### config.mk
export PLATFORM = sky130hd
export DESIGN_NAME = led_mode_ctrl
export DESIGN_NICKNAME = d
export VERILOG_FILES = /design/src/rtl/led_mode_ctrl.sv
export SDC_FILE = /design/constraint.sdc
export NUM_CORES = 1
export LEC_CHECK = 0
export BUFFER_PORTS_ARGS = -buffer_cell sky130_fd_sc_hd__buf_2
export CORE_ASPECT_RATIO = 0.5
export CORE_MARGIN = 3
export CORE_UTILIZATION = 25
export DETAILED_ROUTE_END_ITERATION = 6
export PLACE_DENSITY = 0.45
export SLEW_MARGIN = 20
export SYNTH_ARGS = -nofsm -noshare
export SYNTH_HDL_FRONTEND = slang
export SYNTH_SLANG_ARGS = --single-unit
### constraint.sdc
create_clock -name clk_50m -period 2.5 [get_ports clk_50m]
set_input_delay 0.25 -clock clk_50m [delete_from_list [all_inputs] [get_ports clk_50m]]
set_output_delay 0.25 -clock clk_50m [all_outputs]
set_load 0.02 [all_outputs]
### src/rtl/led_mode_ctrl.sv
// Front-panel LED controller: debounces the mode and speed keys, steps a
// mode FSM and a speed level, and sequences the six-LED pattern generator.
module led_mode_ctrl #(
   parameter logic [31:0] CLK_DIV_BASE = 32'd2_500_000,
   parameter logic [19:0] DEBOUNCE_CYC = 20'd1_000_000
) (
   input  logic       clk_50m,
   input  logic       reset_n,
   input  logic       key_mode_n,
   input  logic       key_speed_n,
   output logic [5:0] led,
   output logic [2:0] mode,
   output logic [1:0] speed
);

   // state     | meaning
   // M_OFF     | all LEDs dark, steps ignored
   // M_FLOW_L  | single lit LED rotating towards led[5]
   // M_FLOW_R  | single lit LED rotating towards led[0]
   // M_PING    | single lit LED bouncing between led[0] and led[5]
   // M_BLINK   | all LEDs toggling together
   typedef enum logic [2:0] {
      M_OFF    = 3'd0,
      M_FLOW_L = 3'd1,
      M_FLOW_R = 3'd2,
      M_PING   = 3'd3,
      M_BLINK  = 3'd4
   } mode_t;

   // bit 0 = mode key, bit 1 = speed key
   logic [1:0]       sync1_q, sync1_d;
   logic [1:0]       sync2_q, sync2_d;
   logic [1:0]       stable_q, stable_d;
   logic [1:0]       press_q, press_d;
   logic [1:0][19:0] db_cnt_q, db_cnt_d;

   logic [31:0] base_cnt_q, base_cnt_d;
   logic [1:0]  sub_cnt_q, sub_cnt_d;
   logic        base_wrap;
   logic        step;
   logic        any_press;

   mode_t       mode_q, mode_d, mode_adv;
   logic [1:0]  speed_q, speed_d;
   logic [5:0]  led_q, led_d;
   logic [5:0]  ping_nxt;
   logic        dir_up_q, dir_up_d;

   // Synchronize the raw pins and debounce; a press is the accepted 1->0 edge.
   always_comb begin
      sync1_d  = {key_speed_n, key_mode_n};
      sync2_d  = sync1_q;
      stable_d = stable_q;
      press_d  = 2'b00;
      db_cnt_d = db_cnt_q;
      for (int i = 0; i < 2; i++) begin
         if (sync2_q[i] != stable_q[i]) begin
            if (db_cnt_q[i] == DEBOUNCE_CYC - 20'd1) begin
               stable_d[i] = sync2_q[i];
               db_cnt_d[i] = '0;
               press_d[i]  = ~sync2_q[i];
            end else begin
               db_cnt_d[i] = db_cnt_q[i] + 20'd1;
            end
         end else begin
            db_cnt_d[i] = '0;
         end
      end
   end

   // Key path registers; keys reset to the released level.
   always_ff @(posedge clk_50m or negedge reset_n) begin
      if (!reset_n) begin
         sync1_q  <= 2'b11;
         sync2_q  <= 2'b11;
         stable_q <= 2'b11;
         press_q  <= 2'b00;
         db_cnt_q <= '0;
      end else begin
         sync1_q  <= sync1_d;
         sync2_q  <= sync2_d;
         stable_q <= stable_d;
         press_q  <= press_d;
         db_cnt_q <= db_cnt_d;
      end
   end

   assign any_press = press_q[0] | press_q[1];
   assign base_wrap = (base_cnt_q == CLK_DIV_BASE - 32'd1);
   assign step      = base_wrap && (sub_cnt_q == 2'd3 - speed_q);

   // Step scheduler: a step every (4 - speed) base ticks, re-armed by any press.
   always_comb begin
      base_cnt_d = base_cnt_q + 32'd1;
      sub_cnt_d  = sub_cnt_q;
      if (any_press) begin
         base_cnt_d = '0;
         sub_cnt_d  = '0;
      end else if (base_wrap) begin
         base_cnt_d = '0;
         sub_cnt_d  = step ? 2'd0 : sub_cnt_q + 2'd1;
      end
   end

   // Mode FSM, speed level and pattern next-state; a press overrides a step.
   always_comb begin
      mode_d   = mode_q;
      speed_d  = speed_q;
      led_d    = led_q;
      dir_up_d = dir_up_q;
      ping_nxt = dir_up_q ? {led_q[4:0], 1'b0} : {1'b0, led_q[5:1]};

      case (mode_q)
         M_OFF:    mode_adv = M_FLOW_L;
         M_FLOW_L: mode_adv = M_FLOW_R;
         M_FLOW_R: mode_adv = M_PING;
         M_PING:   mode_adv = M_BLINK;
         default:  mode_adv = M_OFF;
      endcase

      if (press_q[1]) begin
         speed_d = speed_q + 2'd1;
      end

      if (mode_q > M_BLINK) begin
         mode_d   = M_OFF;
         led_d    = 6'b000000;
         dir_up_d = 1'b1;
      end else if (press_q[0]) begin
         mode_d   = mode_adv;
         dir_up_d = 1'b1;
         case (mode_adv)
            M_FLOW_L: led_d = 6'b000001;
            M_FLOW_R: led_d = 6'b100000;
            M_PING:   led_d = 6'b000001;
            default:  led_d = 6'b000000;
         endcase
      end else if (step && !press_q[1]) begin
         case (mode_q)
            M_FLOW_L: led_d = {led_q[4:0], led_q[5]};
            M_FLOW_R: led_d = {led_q[0], led_q[5:1]};
            M_PING: begin
               led_d = ping_nxt;
               if (ping_nxt == 6'b100000) begin
                  dir_up_d = 1'b0;
               end else if (ping_nxt == 6'b000001) begin
                  dir_up_d = 1'b1;
               end
            end
            M_BLINK:  led_d = ~led_q;
            default:  led_d = led_q;
         endcase
      end
   end

   // Scheduler, FSM and output registers.
   always_ff @(posedge clk_50m or negedge reset_n) begin
      if (!reset_n) begin
         base_cnt_q <= '0;
         sub_cnt_q  <= '0;
         mode_q     <= M_OFF;
         speed_q    <= 2'd0;
         led_q      <= 6'b000000;
         dir_up_q   <= 1'b1;
      end else begin
         base_cnt_q <= base_cnt_d;
         sub_cnt_q  <= sub_cnt_d;
         mode_q     <= mode_d;
         speed_q    <= speed_d;
         led_q      <= led_d;
         dir_up_q   <= dir_up_d;
      end
   end

   assign led   = led_q;
   assign mode  = mode_q;
   assign speed = speed_q;

endmodule

-- Yosys cells after proc, flatten, opt, wreduce, memory -nomap -nowiden
Cells that the tools add are included.
- bits of input ports: 4
- bits in registers: 94
- word-level logic and storage cells: 82
- output and inout port bits: 11
- reductions and logical operators: 15
- equality and inequality tests: 15
- bitwise logic cells: 4
- add/sub/neg operators: 6
- multiplexer cells: 28
- magnitude comparators: 1
- operators by type and width (operator ; number):
    $mux 20 ; 4
    $mux 32 ; 2
    $add 20x1->20 const B ; 2
    $eq 20x20->1 const B ; 2
    $add 32x1->32 const B ; 1
    $eq 32x22->1 const B ; 1
    $mux 6 ; 4
    $pmux 6 s4 ; 1
    $eq 3x2->1 const B ; 4
    $pmux 3 s4 ; 1
    $pmux 6 s2 ; 1
    $mux 1 ; 10
    $eq 3x1->1 const B ; 2
    $eq 6x1->1 const B ; 1
    $eq 6x6->1 const B ; 1
    $mux 2 ; 3
    $mux 3 ; 2
    $not 6->6 ; 1
    $reduce_and 2->1 ; 3
    $reduce_bool 3->1 ; 2
    $reduce_bool 6->1 ; 1
    $add 2x1->2 const B ; 2
    $reduce_bool 2->1 ; 2
    $reduce_bool 4->1 ; 1
    12 further kinds ; 15

-- Longest topological paths before layout
Gate-level depths: netlist of run 1.
- depth after elaboration: 8
- mapped depth: 7
- depth with buffers taken out: 6

-- Least setup slack after synthesis of run 1
OpenSTA, ideal clock, no wires.
- path kind: register to register
- from: reg base_cnt_q[5]
- to: reg led_q[0], in the netlist led[0]
- period minus slack after synthesis: 1800 ps
- buffers on the path: 0
- stages on the path, launching flop included: 6
- data arrival time: 1675 ps
- required time: 2375 ps
- path slack: 700 ps
- cell sequence: dfrtp_1 -> nor4_1 -> nand2_1 -> nor4_4 -> a21oi_4 -> mux2_4
- word-level cells in the longest chain between the ends: 5
- ends and longest elaborated chain (element ; RTL line ; text):
    from (decl) ; 37 ; logic [31:0] base_cnt_q, base_cnt_d;
    from (signal assigned) ; 166 ; base_cnt_q <= base_cnt_d;
    $eq 32x22->1 ; 89 ; assign base_wrap = (base_cnt_q == CLK_DIV_BASE - 32'd1);
    $logic_and 1x1->1 ; 90 ; assign step = base_wrap && (sub_cnt_q == 2'd3 - speed_q);
    $logic_and 1x1->1 ; 138 ; end else if (step && !press_q[1]) begin
    $reduce_bool 3->1 (no source line) ; n/a ;
    $reduce_and 2->1 (no source line) ; n/a ;
    to (signal assigned) ; 170 ; led_q <= led_d;
    to (decl) ; 45 ; logic [5:0] led_q, led_d;
Every way passes these cells.
A chain may end at the register's enable or synchronous reset.

-- Worst setup path after layout of run 1
- from: reg base_cnt_q[27]
- to: reg led_q[5], in the netlist led[5]
The elaborated chain is that of the path after synthesis.

==> results of run 1 <==
## power groups by stage
stage | registers, mW | clock network (mW) | logic [mW]
final | 1.54 | 1.47 | 0.0669
after global routing | 1.54 | 1.58 | 0.0795
after CTS | 1.54 | 1.53 | 0.0716
after detailed placement | 1.57 | 0 | 0.0679
after global placement | 1.57 | 0 | 0.0680
after floorplan | 1.57 | 0 | 0.0203
## worst max path at each step
| stage | start | to | slack (ns) | depth (start not counted) |
|---|---|---|---|---|
| floorplan | base_cnt_q[5] | led[0] | 0.70 | 5 |
| global placement | base_cnt_q[28] | led[5] | 0.44 | 5 |
| CTS | base_cnt_q[5] | led[0] | 0.40 | 5 |
| finish | base_cnt_q[27] | led[5] | 0.44 | 5 |
| detailed placement | base_cnt_q[5] | led[5] | 0.41 | 5 |
| global route | base_cnt_q[5] | base_cnt_q[31] | 0.32 | 6 |
## sequential cells by signal, indices dropped and copies added, names as in the netlist
| register | flops |
|---|---|
| db_cnt_q | 40 |
| base_cnt_q | 32 |
| led | 6 |
| mode | 3 |
| press_q | 2 |
| speed | 2 |
| stable_q | 2 |
| sub_cnt_q | 2 |
| sync1_q | 2 |
| sync2_q | 2 |
| dir_up_q | 1 |
## cell type report
cell class                      count  share of cell area, %
Tap cell                          259                   5.85
Multi-Input combinational cell    365                   42.1
Inverter                           10                  0.677
Timing Repair Buffer               23                   3.12
Clock inverter                      5                   1.51
Clock buffer                       11                   4.20
Sequential cell                    94                   42.6
## layer usage
metal / vias up / share of wire [%] / routed length, um
li1: 1722 / - / -
met1: 1650 / 52 / 5100
met2: 23 / 45 / 4380
met3: 2 / 2.1 / 202
met4: 0 / 0.37 / 36
met5: - / 0 / 0
## cells in the final DEF (no fill, tap or decap), types with 4 or more instances in the layout
cell type and instances:
a21oi_1 12, and3_1 11, and4_1 6, buf_2 13, buf_4 5, clkbuf_16 9
dfrtp_1 87, dfstp_2 7, inv_1 10, mux2i_1 6, nand2_1 21, nand3_1 32
nand4_1 17, nor2_1 89, nor2b_1 6, nor3_1 11, nor3b_1 4, nor4_1 9
o21ai_0 11, or3_1 6, xnor2_1 24, xor2_1 45
## Yosys cell counts, types with 2 or more instances
library cell | number | area share [%]
nor2_1 | 89 | 6.9
nand2_1 | 21 | 1.6
xor2_1 | 45 | 8.2
and3_1 | 11 | 1.4
nor3_1 | 11 | 1.1
o22ai_1 | 3 | 0.39
dfrtp_1 | 87 | 45
mux2i_1 | 6 | 1.2
mux2_2 | 2 | 0.47
nor4b_1 | 3 | 0.54
xnor2_1 | 24 | 4.4
o21ai_0 | 11 | 1.1
nor4_1 | 9 | 1.2
and2_1 | 2 | 0.26
o21a_1 | 3 | 0.47
buf_2 | 2 | 0.21
inv_1 | 10 | 0.78
nand3_1 | 32 | 3.3
clkbuf_1 | 10 | 0.78
dfstp_2 | 7 | 3.8
nand2b_1 | 3 | 0.39
mux2_4 | 3 | 0.93
nor3b_1 | 4 | 0.62
nand3_2 | 3 | 0.62
buf_4 | 2 | 0.31
or3_1 | 6 | 0.78
ha_1 | 3 | 0.78
nand3b_1 | 3 | 0.47
a31oi_1 | 2 | 0.26
nand4_1 | 17 | 2.2
buf_6 | 3 | 0.70
nor4_4 | 2 | 0.88
nor2b_1 | 6 | 0.78
o22a_1 | 3 | 0.54
a21oi_1 | 12 | 1.2
and4_1 | 6 | 1.1
## logic make-up (layout without fill, tap and decap cells)
| group | after synthesis | in the layout |
|---|---|---|
| AOI/OAI and AO/OA | 43 | 43 |
| xor gates and xnor gates | 69 | 69 |
| adders and majority gates | 3 | 3 |
| buffers and inverters | 28 | 49 |
| DFF | 94 | 94 |
| muxes | 11 | 11 |
| and+or+nand+nor | 239 | 239 |
## metrics by stage
stage | worst slack (ns) | util (%)
floorplan | 0.700 | -
global placement | 0.441 | 27.9
detailed placement | 0.411 | 27.9
CTS | 0.399 | 29.7
global route | 0.315 | 29.7
finish | 0.445 | 29.7
## worst register-to-register path, cell delays in order, from the launching register on
cell and delay (ns):
dfrtp_1 0.42, nor4_1 0.38, nand4_1 0.26, nor4_4 0.38, a21oi_4 0.17, mux2_4 0.32
## timing repair
item                                   4_1_cts  5_1_grt
setup endpoints to repair                    0        0
gates resized for setup                      0        0
endpoints found under the hold margin       32        0
hold buffers                                 3        0
setup buffers                                0        0
==> reports/results.ini, run 1 <==
[status]
status = complete, no violations

[timing]
rsz0062_at_grt = false
drv_slew = 0
worst_hold_slack_ns = 0.358
period_minus_slack_ns = 2.06
tightestPinTransition_ns = 0.647
clock_skew_ns = 0.00863
max_freq_mhz = 487
finalSetupViolCount = 0
min_period_over_period_pct = 82.2
finalSetupTns_ns = 0
hold_viol = 0
slew_headroom_pct = 56.8

[cells_and_area]
multi_input_area_um2 = 2330
seq_area_um2 = 2360
layout.nets = 510
finish.instance_area_um2 = 5540
drive_above_1_share_pct = 11.6
syn_to_final_growth_pct = 14.8
n_antenna_cell = 0
fill_cells = 1973
fin_cells = 767

[place]
placed_area_um2 = 5200
placed_cells = 748
gp_congestion = 0.747
port_buffers = 14
place.detailed.hpwl_mm = 6.37

[power]
ir_worst_vdd_v = 0.000438
seq_power_share_pct = 50.1
switchingPower_uw = 645
p_leak_nw = 2.41
power_frac_comb_pct = 2.2
sw_frac_of_total_pct = 20.9
p_clk_share_pct = 47.7
power.internal_mw = 2.44
powerDensity_nw_per_um2 = 556
finalPower_mw = 3.08

[setup_path]
reg2reg_slack_ns = 0.44
cp_max_fo = 6
timing_worst_setup_path_type = reg -> reg
r2r_end = led[5]
critPathRequiredTime_ns = 2.72
path_cells = nor4_1 > nand4_1 > nor4_4 > a21oi_4 > mux2_4
worst-path-buf-inv = 0
r2r-start = base_cnt_q[27]
reg2regPathDepth = 5
start_kind = register
worstPathArrival_ns = 2.27
end_kind = register
crit_family = simple AND/OR/NAND/NOR gates
crit_slowest_cell = dfrtp_1
max_stage_delay_ns = 0.42

[synthesis]
syn_nets = 494
ys_seq_area_share_pct = 48.9
synthSimpleGateAreaFrac_pct = 26.5
netlist_instances = 487
synthMuxAreaShare_pct = 2.64
synthAdderAreaFrac_pct = 0.777
synth_area_um2 = 4830
synth_cell_types = 57
synth_xor_area_share_pct = 12.5
ys_seq_elements = 94
synth-compound-area-share_pct = 5.80
synth_flop_cell = dfrtp_1
synth_edf_count = 0
avgSynthCellArea_um2 = 9.92
synth_top_family_by_area = simple AND/OR/NAND/NOR gates
synth_warnings = 0
async_flop_share_pct = 100

[clock_tree]
cts_tree = built
clock-root-buffer = clkbuf_16
cts_buffers = 9
clockBufferDepth = 2
clock_latency_ns = 0.34
htreeDepth = 3
clock_sink_count = 94
clk_pin_slew_ns = 0.07

[global_routing]
antenna_found_initial = 0
grt_use_met2_pct = 15.4
gr-usage-met1_pct = 13.3
grt_pass1_wl_mm = 17.1
grt_max_degree = 45
grt_pass1_vias = 3455
grt_overflow = 0
met3_usage_pct = 2.44
grtUsageTotal_pct = 9.70
grt.busiest_layer = met2

[floorplan]
rows = 35
core_area_um2 = 18700
die_y_um = 104
ios = 15
fp.dieArea_um2 = 21100
initial_core_util_pct = 25.9
die_w_um = 203

[min_path]
hold_depth = 0
hp-start = sync1_q[1]
holdCritPathClass = reg -> reg
min_to = sync2_q[1]

[route]
drt_pre_antenna_iters = 4
avgRoutedWirePerCell_um = 12.7
ant_nets = 0
via_per_inst = 4.43
drt_wl_total_mm = 9.72
drt_iter0_markers = 228
vias = 3397
drc = 0

[flow_run]
drv_cap = 0

Note: power is estimated with default switching activity, not from simulation.
==> inputs of run 2 (changes only) <==
--- a/config.mk
+++ b/config.mk
@@ -5,12 +5,13 @@
 export SDC_FILE = /design/constraint.sdc
 export NUM_CORES = 1
 export LEC_CHECK = 0
+export ABC_AREA = 1
 export BUFFER_PORTS_ARGS = -buffer_cell sky130_fd_sc_hd__buf_2
 export CORE_ASPECT_RATIO = 0.5
 export CORE_MARGIN = 3
 export CORE_UTILIZATION = 25
 export DETAILED_ROUTE_END_ITERATION = 6
-export PLACE_DENSITY = 0.45
+export PLACE_DENSITY = 0.46
 export SLEW_MARGIN = 20
 export SYNTH_ARGS = -nofsm -noshare
 export SYNTH_HDL_FRONTEND = slang
==> constraint.sdc (replaced) <==
create_clock -name clk_50m -period 1.8 [get_ports clk_50m]
set_input_delay 0.18 -clock clk_50m [delete_from_list [all_inputs] [get_ports clk_50m]]
set_output_delay 0.18 -clock clk_50m [all_outputs]
set_load 0.02 [all_outputs]
==> run 2 against run 1 <==
Compared with the run above: via count rose by 39%; combinational power rose by 58%; sequential cell count did not move; synthesized area rose by 12%; die area rose by 11%; clock-buffer cell count fell by 1; critical path type unchanged; critical endpoint is now db_cnt_q[16]; largest power group unchanged.
==> reports/results.ini, run 2 <==
[status]
status = complete, no violations  ; unchanged

[timing]
finalSetupViolCount = 0  ; unchanged
rsz0062_at_grt = false  ; unchanged
hold_viol = 0  ; unchanged
drv_slew = 0  ; unchanged
tightestPinTransition_ns = 0.438  ; was 0.647 ns
slew_headroom_pct = 70.8  ; was 56.8%
clock_skew_ns = 0.00905  ; was 0.00863 ns
finalSetupTns_ns = 0  ; unchanged
period_minus_slack_ns = 1.62  ; was 2.06 ns
max_freq_mhz = 615  ; was 487 MHz
min_period_over_period_pct = 90.3  ; was 82.2%

[clock_tree]
clk_pin_slew_ns = 0.07  ; about the same
clock_sink_count = 94  ; unchanged
clock-root-buffer = clkbuf_16  ; unchanged
htreeDepth = 3  ; unchanged
cts_buffers = 9  ; unchanged
clock_latency_ns = 0.36  ; was 0.34 ns
cts_tree = built  ; unchanged
clockBufferDepth = 2  ; unchanged

[route]
via_per_inst = 4.43  ; about the same
drt_iter0_markers = 374  ; was 228
avgRoutedWirePerCell_um = 12.8  ; was 12.7 um
vias = 4725  ; was 3397
ant_nets = 0  ; unchanged
drc = 0  ; unchanged
drt_pre_antenna_iters = 5  ; was 4
drt_wl_total_mm = 13.7  ; was 9.72 mm

[global_routing]
grtUsageTotal_pct = 12.5  ; was 9.70%
antenna_found_initial = 0  ; unchanged
grt_pass1_wl_mm = 23.1  ; was 17.1 mm
grt_max_degree = 35  ; was 45
grt_pass1_vias = 4549  ; was 3455
grt_overflow = 0  ; unchanged

[synthesis]
synth_area_um2 = 5400  ; was 4830 um^2
syn_nets = 735  ; was 494
ys_seq_elements = 94  ; unchanged
async_flop_share_pct = 100  ; unchanged
netlist_instances = 728  ; was 487
synth_most_common_cell = nand2_1  ; was nor2_1
ys_seq_area_share_pct = 43.7  ; was 48.9%
synth_edf_count = 0  ; unchanged
avgSynthCellArea_um2 = 7.42  ; was 9.92 um^2
synth_common_cells = 164 x nand2_1, 149 x nor2_1, 87 x dfrtp_1  ; was 89 x nor2_1, 87 x dfrtp_1, 45 x xor2_1
synth_cell_types = 35  ; was 57
yosysTopAreaCellShare_pct = 40.3  ; was 45.1%
synth_flop_cell = dfrtp_1  ; unchanged
yosys-top-cells-area = dfrtp_1 40%, nand2_1 11%, nor2_1 10%  ; was dfrtp_1 45%, xor2_1 8.2%, nor2_1 6.9%
synth_warnings = 0  ; unchanged
yosysTopAreaCell = dfrtp_1  ; unchanged

[setup_path]
worstPathArrival_ns = 1.88  ; was 2.27 ns
path_cells = ha_1 > nand3_1 > nor2_1 > nand2_1 > nor2_4 > nand2_1 > nor2_1 > nand2_1 > nand2_1 > nor2_1  ; was nor4_1 > nand4_1 > nor4_4 > a21oi_4 > mux2_4
reg2reg_slack_ns = 0.18  ; was 0.44 ns
crit_slowest_cell = dfrtp_1  ; unchanged
r2r-start = db_cnt_q[0]  ; was base_cnt_q[27]
start_kind = register  ; unchanged
critPathRequiredTime_ns = 2.05  ; was 2.72 ns
end_kind = register  ; unchanged
cp_max_fo = 5  ; was 6
timing_worst_setup_path_type = reg -> reg  ; unchanged
reg2regPathDepth = 10  ; was 5
r2r_end = db_cnt_q[16]  ; was led[5]
max_stage_delay_ns = 0.37  ; was 0.42 ns
cpMostUsedCell = nand2_1

[power]
p_leak_nw = 2.79  ; was 2.41 nW
finalPower_mw = 4.33  ; was 3.08 mW
ir_worst_vdd_v = 0.000392  ; was 0.000438 V
powerDensity_nw_per_um2 = 683  ; was 556 nW/um^2

[floorplan]
die_y_um = 110  ; was 104 um
die_w_um = 214  ; was 203 um
rows = 37  ; was 35
core_area_um2 = 20900  ; was 18700 um^2
ios = 15  ; unchanged
fp.dieArea_um2 = 23500  ; was 21100 um^2
initial_core_util_pct = 25.9  ; about the same

[cells_and_area]
final_common_cell = nand2_1  ; was nor2_1
drive_above_1_share_pct = 12.8  ; was 11.6%
n_antenna_cell = 0  ; unchanged
syn_to_final_growth_pct = 17.4  ; was 14.8%
largest_register_ffs = 40  ; unchanged
mostFrequentLayoutCells = 163 x nand2_1, 148 x nor2_1, 87 x dfrtp_1  ; was 89 x nor2_1, 87 x dfrtp_1, 45 x xor2_1
finish.utilization_pct = 30.4  ; was 29.7%
layout.nets = 777  ; was 510
fill_cells = 2277  ; was 1973
top_register = db_cnt_q  ; unchanged

[min_path]
holdCritPathClass = in -> async  ; was reg -> reg

[place]
place.detailed.hpwl_mm = 10.1  ; was 6.37 mm
port_buffers = 14  ; unchanged
gp_congestion = 0.930  ; was 0.747

[flow_run]
drv_cap = 0  ; unchanged

-- run 2: changes by cell type after synthesis, moves of 10 or more --
| cell | change |
|---|---|
| xor2_1 | -10 |
| xnor2_1 | -16 |
| nand3_1 | +12 |
| nand2_1 | +143 |
| nor2_1 | +60 |
| o21ai_0 | +16 |
| nor3_1 | +17 |
| inv_1 | +76 |
| nor2_2 | +10 |
-- run 2: where the power goes --
group          switching (mW)  leakage, nW  total, mW  internal [mW]
clock network           0.862        0.153       2.08           1.22
registers              0.0101         1.27       2.14           2.13
logic                  0.0756         1.37      0.106         0.0307
-- run 2: how the worst max path moves through the flow --
stage	slack [ns]	to	from	cells after the start
5_1_grt	0.005	led[1]	mode[2]	9
2_1_floorplan	0.31	led[5]	base_cnt_q[0]	10
4_1_cts	0.02	sub_cnt_q[1]	base_cnt_q[0]	8
3_5_place_dp	0.05	sub_cnt_q[1]	base_cnt_q[0]	8
3_3_place_gp	0.10	sub_cnt_q[0]	base_cnt_q[0]	8
6_report	0.18	db_cnt_q[16]	db_cnt_q[0]	10
-- run 2: layout make-up --
cell class / count / area, um^2 / share of cell area [%]
Tap cell: 292 / 365 / 5.76
Sequential cell: 94 / 2360 / 37.2
Clock buffer: 10 / 229 / 3.61
Timing Repair Buffer: 33 / 235 / 3.71
Clock inverter: 6 / 86.3 / 1.36
Multi-Input combinational cell: 543 / 2730 / 43.0
Inverter: 89 / 334 / 5.27
-- run 2: routing by layer --
layer  wire length, um  GRT usage, %  vias up
li1                  -             -     2396
met5                 0             0        -
met4               229          3.77        0
met1              6860          17.2     2231
met2              6100          19.6       82
met3               480          2.82       16
-- run 2: cell families after synthesis --
family,synth area share [%]
compound gates,4.19
buf+inv,6.42
simple gates,38.0
fa+ha+maj,0.695
flops,43.7
xor+xnor,6.97
-- run 2: through the flow --
| stage | std cells | setup WS [ns] | hold slack, ns | instance area [um^2] |
|---|---|---|---|---|
| floorplan | 728 | 0.308 | -0.116 | 5400 |
| global placement | 1043 | 0.100 | 0.152 | 5930 |
| detailed placement | 1043 | 0.0507 | 0.158 | 5930 |
| CTS | 1062 | 0.0223 | 0.318 | 6270 |
| global route | 1067 | 0.00479 | 0.359 | 6340 |
| finish | 1067 | 0.175 | 0.316 | 6340 |
-- run 2: critical path: cells and delay by family, from the launching register on --
kind                       cells  cell delay [ns]
and+or+nand+nor                9             0.97
adders and majority gates      1             0.19
DFF                            1             0.37
-- run 2: timing repair --
action / in CTS / in global routing
hold buffers: 3 / 0
resized for setup: 0 / 6
endpoints found under the hold margin: 26 / 0
setup buffers: 0 / 4
endpoints found under the setup margin: 0 / 25
==> inputs of run 3 (changes only) <==
--- a/config.mk
+++ b/config.mk
@@ -11,7 +11,8 @@
 export CORE_MARGIN = 3
 export CORE_UTILIZATION = 25
 export DETAILED_ROUTE_END_ITERATION = 6
-export PLACE_DENSITY = 0.46
+export MAX_ROUTING_LAYER = met4
+export PLACE_DENSITY = 0.45
 export SLEW_MARGIN = 20
 export SYNTH_ARGS = -nofsm -noshare
 export SYNTH_HDL_FRONTEND = slang
==> constraint.sdc (replaced) <==
create_clock -name clk_50m -period 1.5 [get_ports clk_50m]
set_input_delay 0.15 -clock clk_50m [delete_from_list [all_inputs] [get_ports clk_50m]]
set_output_delay 0.15 -clock clk_50m [all_outputs]
set_load 0.02 [all_outputs]
==> run 3 against run 2 <==
Compared with the run above: the run now ends with negative setup slack left; core utilization grew 5.8 points; register-to-register slack worse by 0.25 ns; first-iteration DRC count up 13%; wire length grew 7.1%; sequential share of layout area decreased by 5.9 points; largest power group is now the clock network; critical path type unchanged; combinational power up 71%; clock power grew 27%; clock-buffer cell count unchanged; total power up 25%; die area unchanged.
==> reports/results.ini, run 3 (synthesis gave the netlist of run 2 again) <==
[timing]
rsz0062_at_grt = true  ; was false
clock_skew_ns = 0.0106  ; was 0.00905 ns
max_freq_mhz = 634  ; was 615 MHz
drv_slew = 0  ; unchanged
period_minus_slack_ns = 1.58  ; was 1.62 ns
finalSetupTns_ns = -1.02  ; was 0 ns
slew_headroom_pct = 66.3  ; was 70.8%
finalSetupViolCount = 24  ; was 0
tightestPinTransition_ns = 0.506  ; was 0.438 ns
setup_slack_ns = -0.0780  ; was 0.175 ns
hold_viol = 0  ; unchanged
min_period_over_period_pct = 105  ; was 90.3%

[place]
placed_cells = 1112  ; was 1043
place.detailed.hpwl_mm = 10.7  ; was 10.1 mm
gp_congestion = 0.867  ; was 0.930
port_buffers = 14  ; unchanged

[cells_and_area]
final_common_cell = nand2_1  ; unchanged
layout.nets = 863  ; was 777
mostFrequentLayoutCells = 144 x nand2_1, 118 x nor2_1, 90 x buf_4  ; was 163 x nand2_1, 148 x nor2_1, 87 x dfrtp_1
n_antenna_cell = 0  ; unchanged
largest_register_ffs = 40  ; unchanged
multi_input_area_um2 = 3180  ; was 2730 um^2
drive_above_1_share_pct = 32.6  ; was 12.8%
syn_to_final_growth_pct = 39.7  ; was 17.4%
top_register = db_cnt_q  ; unchanged
fill_cells = 2160  ; was 2277
seq_area_um2 = 2370  ; was 2360 um^2
fin_cells = 1153  ; was 1067

[flow_run]
drv_cap = 0  ; unchanged

[floorplan]
initial_core_util_pct = 25.9  ; unchanged
fp.dieArea_um2 = 23500  ; unchanged
die_w_um = 214  ; unchanged
ios = 15  ; unchanged
core_area_um2 = 20900  ; unchanged
die_y_um = 110  ; unchanged
rows = 37  ; unchanged

[clock_tree]
cts_buffers = 9  ; unchanged
clock_latency_ns = 0.35  ; was 0.36 ns
cts_tree = built  ; unchanged
htreeDepth = 3  ; unchanged
clock_sink_count = 94  ; unchanged
clockBufferDepth = 2  ; unchanged
clock-root-buffer = clkbuf_16  ; unchanged
clk_pin_slew_ns = 0.07  ; about the same

[power]
ir_worst_vdd_v = 0.000431  ; was 0.000392 V
p_leak_nw = 3.37  ; was 2.79 nW
powerDensity_nw_per_um2 = 715  ; was 683 nW/um^2

[setup_path]
critPathRequiredTime_ns = 1.78  ; was 2.05 ns
start_kind = register  ; unchanged
cp_max_fo = 5  ; unchanged
end_kind = register  ; unchanged
reg2regPathDepth = 7  ; was 10
timing_worst_setup_path_type = reg -> reg  ; unchanged
worstPathArrival_ns = 1.85  ; was 1.88 ns

[min_path]
holdCritPathClass = in -> async  ; unchanged

[route]
drc = 0  ; unchanged
vias = 5111  ; was 4725
avgRoutedWirePerCell_um = 12.7  ; was 12.8 um
drt_wl_total_mm = 14.6  ; was 13.7 mm
ant_nets = 0  ; unchanged
via_per_inst = 4.43  ; about the same
drt_pre_antenna_iters = 5  ; unchanged
drt_iter0_markers = 424  ; was 374

[global_routing]
grt_pass1_wl_mm = 23.9  ; was 23.1 mm
grtUsageTotal_pct = 13.2  ; was 12.5%
grt_pass1_vias = 4832  ; was 4549
grt_overflow = 0  ; unchanged
antenna_found_initial = 0  ; unchanged
grt_max_degree = 29  ; was 35

[status]
violations = negative setup slack
status = finished with violations  ; was complete, no violations

==> run 3: cell count changes in the layout (fill, tap and decap cells not counted), moves of 6 or more <==
cell     before  now
buf_6         0    9
nor2_1      148  118
inv_1        86   74
nor3_1       27   15
nand2_2      11   24
nor3_2        4   13
o21ai_0      27   21
nor2_4        5   21
nor2_2       11   25
nand2_1     163  144
nand3_1      44   35
inv_2         2   12
nand2_4       2    8
buf_4        16   90
==> run 3: cell type report <==
cell class,count,area share (%)
multi-input combinational,543,42.2
tap,292,4.84
inverter,89,4.49
clock buffer,10,3.03
timing repair buffer,119,12.6
clock inverter,6,1.48
sequential,94,31.4
==> run 3: critical path, stage by stage, from the launching register on <==
cell	delay [ns]
dfrtp_1	0.35
ha_2	0.19
nand3_2	0.09
buf_6	0.14
nor3_4	0.27
nand3_2	0.17
o21ai_1	0.14
nor3b_2	0.15
==> run 3: per-layer routing <==
layer / up-vias / share of wire [%] / track usage (%)
met5: - / 0 / -
met4: 0 / 0.63 / 2.31
met1: 2454 / 50 / 18.0
met2: 82 / 46 / 20.5
li1: 2565 / - / -
met3: 10 / 3.6 / 2.82
==> run 3: report_power, final <==
group	total [mW]	internal, mW	leakage [nW]	switching [mW]
clock network	2.65	1.63	0.163	1.02
logic	0.181	0.0729	1.94	0.108
registers	2.57	2.56	1.26	0.0135
total	5.40	4.26	3.37	1.14
==> run 3: worst paths after layout <==
kind | start | endpoint | slack (ns)
worst max-delay path | db_cnt_q[20] | db_cnt_q[32] | -0.08
worst min-delay path | reset_n | db_cnt_q[22] | 0.31
worst max register to register | db_cnt_q[20] | db_cnt_q[32] | -0.08
worst min register to register | sync1_q[0] | sync2_q[0] | 0.35
max in group asynchronous | reset_n | db_cnt_q[3] | 0.60
min in group clk_50m | sync1_q[0] | sync2_q[0] | 0.35
==> run 3: stage by stage <==
| stage | worst slack, ns | power (mW) | util (%) | area (um^2) | hold slack [ns] |
|---|---|---|---|---|---|
| final | -0.0780 | 5.40 | 36.1 | 7550 | 0.314 |
| after detailed placement | -0.119 | 2.78 | 31.1 | 6480 | 0.148 |
| after global routing | -0.187 | 5.63 | 36.1 | 7550 | 0.334 |
| after floorplan | 0.00779 | 2.66 | - | 5400 | -0.146 |
| after global placement | -0.104 | 2.77 | 31.1 | 6480 | 0.142 |
| after CTS | -0.0746 | 5.47 | 33.8 | 7060 | 0.319 |
==> run 3: repair_timing <==
action	4_1_cts	5_1_grt
pin swaps	18	39
hold endpoints to repair	21	0
gates cloned	1	0
buffers inserted	7	14
endpoints found under the setup margin	49	71
hold buffers	3	0
gates resized for setup	40	113
